**src/rtl/zrb_uart_frame_rx.sv**
```systemverilog
// Frame parser behind a UART receiver: SYNC, LEN, payload, CHK; payload is released only after the checksum verifies.
// Optional inter-byte timeout when ZRB_UART_FRAME_TIMEOUT_EN is defined.
module zrb_uart_frame_rx #(
  parameter int         MAX_LEN        = 16,
  parameter logic [7:0] SYNC_BYTE      = 8'hA5,
  parameter int         TIMEOUT_CYCLES = 50000
) (
  input  logic       clk,
  input  logic       reset_n,
  input  logic [7:0] in_data,
  input  logic       in_valid,
  output logic [7:0] out_data,
  output logic       out_valid,
  input  logic       out_ready,
  output logic       out_last,
  output logic       frame_ok,
  output logic       frame_err,
  output logic [1:0] err_code,
  output logic       overrun,
  output logic       busy
);
  localparam int AW = $clog2(MAX_LEN);
  localparam int IW = AW + 1;

  localparam logic [2:0] S_HUNT    = 3'd0;
  localparam logic [2:0] S_LEN     = 3'd1;
  localparam logic [2:0] S_PAYLOAD = 3'd2;
  localparam logic [2:0] S_CHK     = 3'd3;
  localparam logic [2:0] S_DRAIN   = 3'd4;

  if ((MAX_LEN < 2) || (MAX_LEN > 256) || ((MAX_LEN & (MAX_LEN - 1)) != 0)) begin : g_bad_max_len
    $error("MAX_LEN must be a power of two in 2..256");
  end
  if (TIMEOUT_CYCLES < 1) begin : g_bad_timeout
    $error("TIMEOUT_CYCLES must be positive");
  end

  logic [2:0]    state;
  logic [7:0]    mem [MAX_LEN];
  logic [7:0]    len;
  logic [7:0]    acc;
  logic [7:0]    chk_sum;
  logic [IW-1:0] wr_idx;
  logic [IW-1:0] rd_idx;
  logic [IW-1:0] rd_nxt;
  logic [8:0]    len_m1;
  logic          hs;
  logic          tmo_fire;

  // 9-bit compare space keeps LEN-1 and the extra index bit aligned for any MAX_LEN.
  assign len_m1  = {1'b0, len} - 9'd1;
  assign chk_sum = acc + in_data;
  assign rd_nxt  = rd_idx + 1'b1;
  assign hs      = out_valid & out_ready;
  assign busy    = (state != S_HUNT);

`ifdef ZRB_UART_FRAME_TIMEOUT_EN
  localparam int CW = $clog2(TIMEOUT_CYCLES + 1);
  logic [CW-1:0] idle_cnt;
  logic          in_frame;

  assign in_frame = (state == S_LEN) || (state == S_PAYLOAD) || (state == S_CHK);
  assign tmo_fire = in_frame && !in_valid && (idle_cnt == CW'(TIMEOUT_CYCLES - 1));

  always_ff @(posedge clk) begin
    if (!reset_n || !in_frame || in_valid || tmo_fire) idle_cnt <= '0;
    else if (idle_cnt != CW'(TIMEOUT_CYCLES))           idle_cnt <= idle_cnt + 1'b1;
  end
`else
  assign tmo_fire = 1'b0;
`endif

  always_ff @(posedge clk) begin
    if (reset_n && state == S_PAYLOAD && in_valid) mem[wr_idx[AW-1:0]] <= in_data;
  end

  always_ff @(posedge clk) begin
    if (!reset_n) begin
      state     <= S_HUNT;
      len       <= '0;
      acc       <= '0;
      wr_idx    <= '0;
      rd_idx    <= '0;
      out_data  <= '0;
      out_valid <= 1'b0;
      out_last  <= 1'b0;
      frame_ok  <= 1'b0;
      frame_err <= 1'b0;
      err_code  <= '0;
      overrun   <= 1'b0;
    end else begin
      frame_ok  <= 1'b0;
      frame_err <= 1'b0;
      overrun   <= 1'b0;
      case (state)
        S_HUNT: if (in_valid && in_data == SYNC_BYTE) state <= S_LEN;
        S_LEN: if (in_valid) begin
          len    <= in_data;
          acc    <= in_data;
          wr_idx <= '0;
          if ({1'b0, in_data} > 9'(MAX_LEN)) begin
            frame_err <= 1'b1;
            err_code  <= 2'd1;
            state     <= S_HUNT;
          end else if (in_data == 8'd0) state <= S_CHK;
          else                          state <= S_PAYLOAD;
        end
        S_PAYLOAD: if (in_valid) begin
          acc    <= chk_sum;
          wr_idx <= wr_idx + 1'b1;
          if (9'(wr_idx) == len_m1) state <= S_CHK;
        end
        S_CHK: if (in_valid) begin
          if (chk_sum == 8'd0) begin
            frame_ok <= 1'b1;
            if (len != 8'd0) begin
              // First payload byte is presented together with the frame_ok pulse.
              state     <= S_DRAIN;
              out_valid <= 1'b1;
              out_data  <= mem[0];
              out_last  <= (len == 8'd1);
              rd_idx    <= '0;
            end else state <= S_HUNT;
          end else begin
            frame_err <= 1'b1;
            err_code  <= 2'd2;
            state     <= S_HUNT;
          end
        end
        S_DRAIN: begin
          if (in_valid) overrun <= 1'b1;
          if (hs) begin
            if (out_last) begin
              state     <= S_HUNT;
              out_valid <= 1'b0;
              out_last  <= 1'b0;
            end else begin
              rd_idx   <= rd_nxt;
              out_data <= mem[rd_nxt[AW-1:0]];
              out_last <= (9'(rd_nxt) == len_m1);
            end
          end
        end
        default: state <= S_HUNT;
      endcase
      if (tmo_fire) begin
        frame_err <= 1'b1;
        err_code  <= 2'd3;
        state     <= S_HUNT;
      end
    end
  end
endmodule

```
**config.mk**
```make
export PLATFORM = sky130hd
export DESIGN_NAME = zrb_uart_frame_rx
export DESIGN_NICKNAME = d
export VERILOG_FILES = /design/src/rtl/zrb_uart_frame_rx.sv
export SDC_FILE = /design/constraint.sdc
export NUM_CORES = 1
export LEC_CHECK = 0
export BUFFER_PORTS_ARGS = -buffer_cell sky130_fd_sc_hd__buf_2
export CAP_MARGIN = 20
export CELL_PAD_IN_SITES_DETAIL_PLACEMENT = 0
export CELL_PAD_IN_SITES_GLOBAL_PLACEMENT = 2
export CORE_AREA = 2 2 142 144
export DETAILED_ROUTE_END_ITERATION = 8
export DIE_AREA = 0 0 144 146
export GPL_ROUTABILITY_DRIVEN = 0
export PLACE_DENSITY_LB_ADDON = 0.25
export SLEW_MARGIN = 20
export SYNTH_ARGS = -nofsm -noshare
export SYNTH_HDL_FRONTEND = slang
export SYNTH_SLANG_ARGS = --single-unit
```
**constraint.sdc**
```tcl
create_clock -name clk -period 5.1 [get_ports clk]
set_input_delay 0.255 -clock clk [delete_from_list [all_inputs] [get_ports clk]]
set_output_delay 0.255 -clock clk [all_outputs]
set_load 0.02 [all_outputs]
```
# After elaboration in Yosys (flattened, before gate mapping)
# Memory sizes are Yosys's and may differ from the RTL's.
# Index checks and enable logic that the tools add are counted.
# op_classes
magnitude_cmp	1
add_sub_neg	4
reduce_logical	20
muxes	56
eq_ne	20
bitwise	1
# ops
cell	count
$mux 8	7
$mux 5	7
$pmux 8 s2	2
$mux 3	9
$ne 2x2->1 const B	11
$pmux 5 s2	2
$mux 1	19
$eq 5x9->1	2
$logic_not 8->1	2
$pmux 3 s5	1
$reduce_and 6->1	2
$add 5x1->5 const B	2
$mux 2	5
$reduce_and 5->1	2
$sub 8x1->9 const B	1
$add 8x8->8	1
$eq 8x1->1 const B	1
$eq 8x8->1 const B	1
$gt 8x5->1 const B	1
$reduce_bool 8->1	1
$reduce_and 7->1	1
$eq 3x2->1 const B	2
$pmux 1 s2	3
$reduce_and 3->1	2
10 further kinds	15
# word_totals
mem_count	1
ram_bits	128
register_bits	44
out_inout_bits	16
word_cells	115
input_bits	12
# memory_table
memory	words	width	rd	rd_ports_with_merged_regs	wr	line	rtl
mem	16	8	2	0	1	39	logic [7:0] mem [MAX_LEN];

# Logic depth before layout (Yosys ltp)
# logic_depth
word_depth	5
mapped_depth	11
depth_no_buf	10

# Least setup slack after synthesis
# No wires, ideal clock.
# synth_path
path_kind	register to register
from	register acc[0]
to	register rd_idx[4]
setup_slack_ns	2.584
path_buffers	0
required_time_ns	5.030
setup_ns	0.070
stages_incl_launch_ff	11
period_less_slack_ns	2.516
t_arrival_ns	2.446
cell_sequence	dfxtp_1 ha_1 inv_1 fa_1 nand2b_1 a21oi_1 xor2_1 nor4_2 a31oi_1 or4_1 a21boi_1
# synth_between
elab_chain_cells	4
# synth_lines
item	line	rtl
start, declared	41	logic [7:0] acc;
start signal, assigned	99	acc <= in_data;
start signal, assigned	109	acc <= chk_sum;
$add 8x8->8	52	assign chk_sum = acc + in_data;
$logic_not 8->1	114	if (chk_sum == 8'd0) begin
$ne 2x2->1 (no line)	-	
$reduce_and 6->1 (no line)	-	
end signal, assigned	138	rd_idx <= rd_nxt;
end, declared	44	logic [IW-1:0] rd_idx;
# No other way between the ends.
# A chain may end at the register's enable or synchronous reset.

# Worst setup path after layout
# layout_path
from	register acc[0]
to	register rd_idx[2]
# The elaborated chain is that of the path after synthesis.

==> results by group <==
Run status
  • Status: completed

STA
  • Min Tclk post-route: 3.20 ns
  • Unrepaired setup endpoints after global routing: false
  • Setup Viol. Count Final: 0
  • Final Skew: 0.0155 ns
  • Worst slew pin tran: 1.06 ns
  • Slew Limit Fails: 0
  • Final hold vios: 0
  • Post-route setup TNS: 0 ns
  • Max Freq: approximately 0.31 GHz
  • Relative slew margins: 28.5%
  • Period utilisation layout: 62.7%

Floorplanning
  • Chip Height: about 150 um
  • Initial Utilization: 39.7%
  • Number of cell rows: 51
  • Io pins: 28
  • Core area: 19300 um2
  • DIE AREA: 21000 um2
  • Die Wd: 144 um

Placed design
  • DPL Wire Length: 11.2 mm
  • Port Buffers: 27

Logic synthesis
  • Dominant synthesized flop cell: edfxtp_1
  • Synth Cell Area: 7670 um2
  • Synthesis-stage register bit count: about 170
  • Async set-reset flop share out of synthesis: 0%
  • Synthesized area per cell: 13.8 um2
  • Post-Synthesis Cells: ~560
  • YS warnings: 0
  • Number of flops mapped to enable cells by yosys: around 130
  • Distinct cell type count after synthesis: 59
  • Synthesized net count: 583
  • Seq/Total Area, Yosys: 61.6%

Clock network
  • Post-CTS setup buffers: 0
  • H-Tree Depth: 4
  • Clock slew at reported path FFs: roughly 0.070 ns
  • CTS tree: done
  • Bufs on Longest Clock Path: 2
  • Worst skew pair latency: ~0.43 ns
  • TritonCTS buffer count: 17
  • Root buf cell: clkbuf_16
  • Hold buffer count at CTS: 0
  • Clk sinks: 172
  • Post-cts resize count: 0

Power and ir drop
  • Peak supply drop: 0.000234 V
  • Switching Power: 0.632 mW
  • Switching part of the total: 22.3%
  • Seq pwr share: between 50% and 60%
  • Cell area power density: between 300 and 400 nW/um2
  • P_leak: about 2.8 nW
  • Internal power: 2.21 mW
  • Gate power share: 2.2%
  • Clock network power share: 44.9%
  • Pwr Total: between 2 and 3 mW

Setup path
  • Critical Path Max Stage Delay: just under 0.8 ns
  • CP Buf/Inv Count: 1
  • Crit path cell chain: ha_1 > inv_1 > fa_1 > nand2b_1 > a21oi_1 > xor2_1 > nor4_2 > a31oi_1 > nor2_1 > mux2i_1
  • Delay-heaviest family, CP: simple AND/OR/NAND/NOR gates
  • Worst EP required: 5.45 ns
  • Startpoint types: flop
  • Crit path max fanout: 12
  • Worst path slowest cell: nor2_1
  • FF-to-FF setup slack: 1.90 ns
  • Setup CP Type: reg -> reg
  • Critical path data arrival time: 3.55 ns
  • Crit. End Element: flop

Routing
  • Drt initial violations: around 320
  • DRT Pass-1 Iters: 4
  • Drt total wl: 17.7 mm
  • Vias: 4631
  • Drt wl/cell: 20.7 um
  • Vias per Instance: 5.44
  • Remaining DRCs: 0
  • Detail Route Antenna Nets: 0

Global route
  • Global-route usage over all layers: about 18%
  • Vias in the first global route: 4696
  • Initial antenna violation count: 0
  • Global-route wire length before repair: around 27 mm
  • Gr ovfl total: 0
  • Largest net degree at the start of global routing: 37

Layout
  • Most common cell after layout, fill and taps aside: edfxtp_1
  • Commonest cells after routing, fill and taps aside: edfxtp_1 (128), nand2_1 (45), dfxtp_1 (43)
  • Final nets: 602
  • Area Overhead vs Synth: 12.6%
  • ANT cells: 0
  • Layout cells sized above 1: between 10% and 20%

Flow run
  • Maxcap violations: 0

Worst hold path
  • Worst hold path type: in -> reg
state kept, by name, indices dropped and copies added, names as in the netlist:
register and count:
out_last 1, state 3, err_code 2, len 8, mem 128, out_data 8
frame_ok 1, acc 8, out_valid 1, frame_err 1, overrun 1, wr_idx 5
rd_idx 5
metrics by stage:
step                area (um2)  setup WS, ns  util [%]  hold slack [ns]  instances
floorplan                 7670          2.58         -            0.354        555
global placement          8060          1.67      41.7            0.445        820
detailed placement        8060          1.53      41.7            0.451        820
CTS                       8640          1.90      44.7            0.262        852
global route              8640          1.51      44.7            0.286        852
finish                    8640          1.90      44.7            0.274        852
worst reg2reg max path, stage by stage, from the launching register on:
cell      delay, ns
dfxtp_1        0.33
ha_1           0.18
inv_1          0.06
fa_1           0.38
nand2b_1       0.17
a21oi_1        0.15
xor2_1         0.12
nor4_2         0.35
a31oi_1        0.31
nor2_1         0.80
mux2i_1        0.26
final timing paths:
| check | end | from | cells after the start |
|---|---|---|---|
| worst min register to register | acc[5] | acc[5] | 2 |
| worst max register to register | rd_idx[2] | acc[0] | 10 |
| worst min-delay path | len[1] | in_data[1] | 3 |
| worst max-delay path | rd_idx[2] | acc[0] | 10 |
cell type report:
class                      instances  area [um2]
timing repair buffer              29         150
clock inverter                    15         159
sequential                       172        4730
inverter                          11        41.3
fill                            1752       10700
clock buffer                      17         425
tap                              265         332
multi-input combinational        343        2810
Yosys cell counts, drive strengths merged, types with 2 or more instances:
cell	count	area, um2
a211oi	12	95.1
a21boi	5	37.5
a21oi	23	115
a31oi	7	43.8
and2	3	18.8
and3	2	12.5
buf	9	43.8
clkbuf	20	85.1
dfxtp	44	881
edfxtp	128	3840
ha	15	188
inv	11	41.3
mux2i	19	190
mux4	32	721
nand2	46	175
nand2b	6	40.0
nand3	16	80.1
nand3b	4	30.0
nand4	2	12.5
nor2	36	135
nor2b	4	25.0
nor3	27	135
nor3b	3	22.5
nor4	4	31.3
o211a	9	90.1
o211ai	2	15.0
o21a	3	22.5
o21ai	8	40.0
o221ai	3	26.3
o31a	3	26.3
or2	3	18.8
or3	2	12.5
or4	4	30.0
or4b	2	20.0
xnor2	12	105
xor2	13	121
kinds of logic (layout without fill, tap and decap cells):
logic type | after synthesis | in the layout | synth area share (%)
buffers and inverters | 40 | 72 | 2.22
xor gates and xnor gates | 25 | 25 | 2.95
AOI/OAI and AO/OA | 84 | 84 | 7.92
adders and majority gates | 16 | 16 | 2.71
muxes | 51 | 51 | 11.9
and+or+nand+nor | 167 | 167 | 10.8
DFF | 172 | 172 | 61.6
routing by layer:
layer,wire [um],GRT usage [%]
met3,698,3.55
met4,161,5.20
met1,8340,24.7
met5,0,0
met2,8460,28.4
power by group through the flow:
| stage | registers (mW) | clock network [mW] | logic (mW) |
|---|---|---|---|
| after floorplan | 1.53 | 0 | 0.0286 |
| after global routing | 1.50 | 1.36 | 0.0694 |
| after detailed placement | 1.53 | 0 | 0.0639 |
| final | 1.50 | 1.28 | 0.0633 |
| after CTS | 1.50 | 1.30 | 0.0641 |
| after global placement | 1.53 | 0 | 0.0619 |
Power figures use the tool's default switching activity.
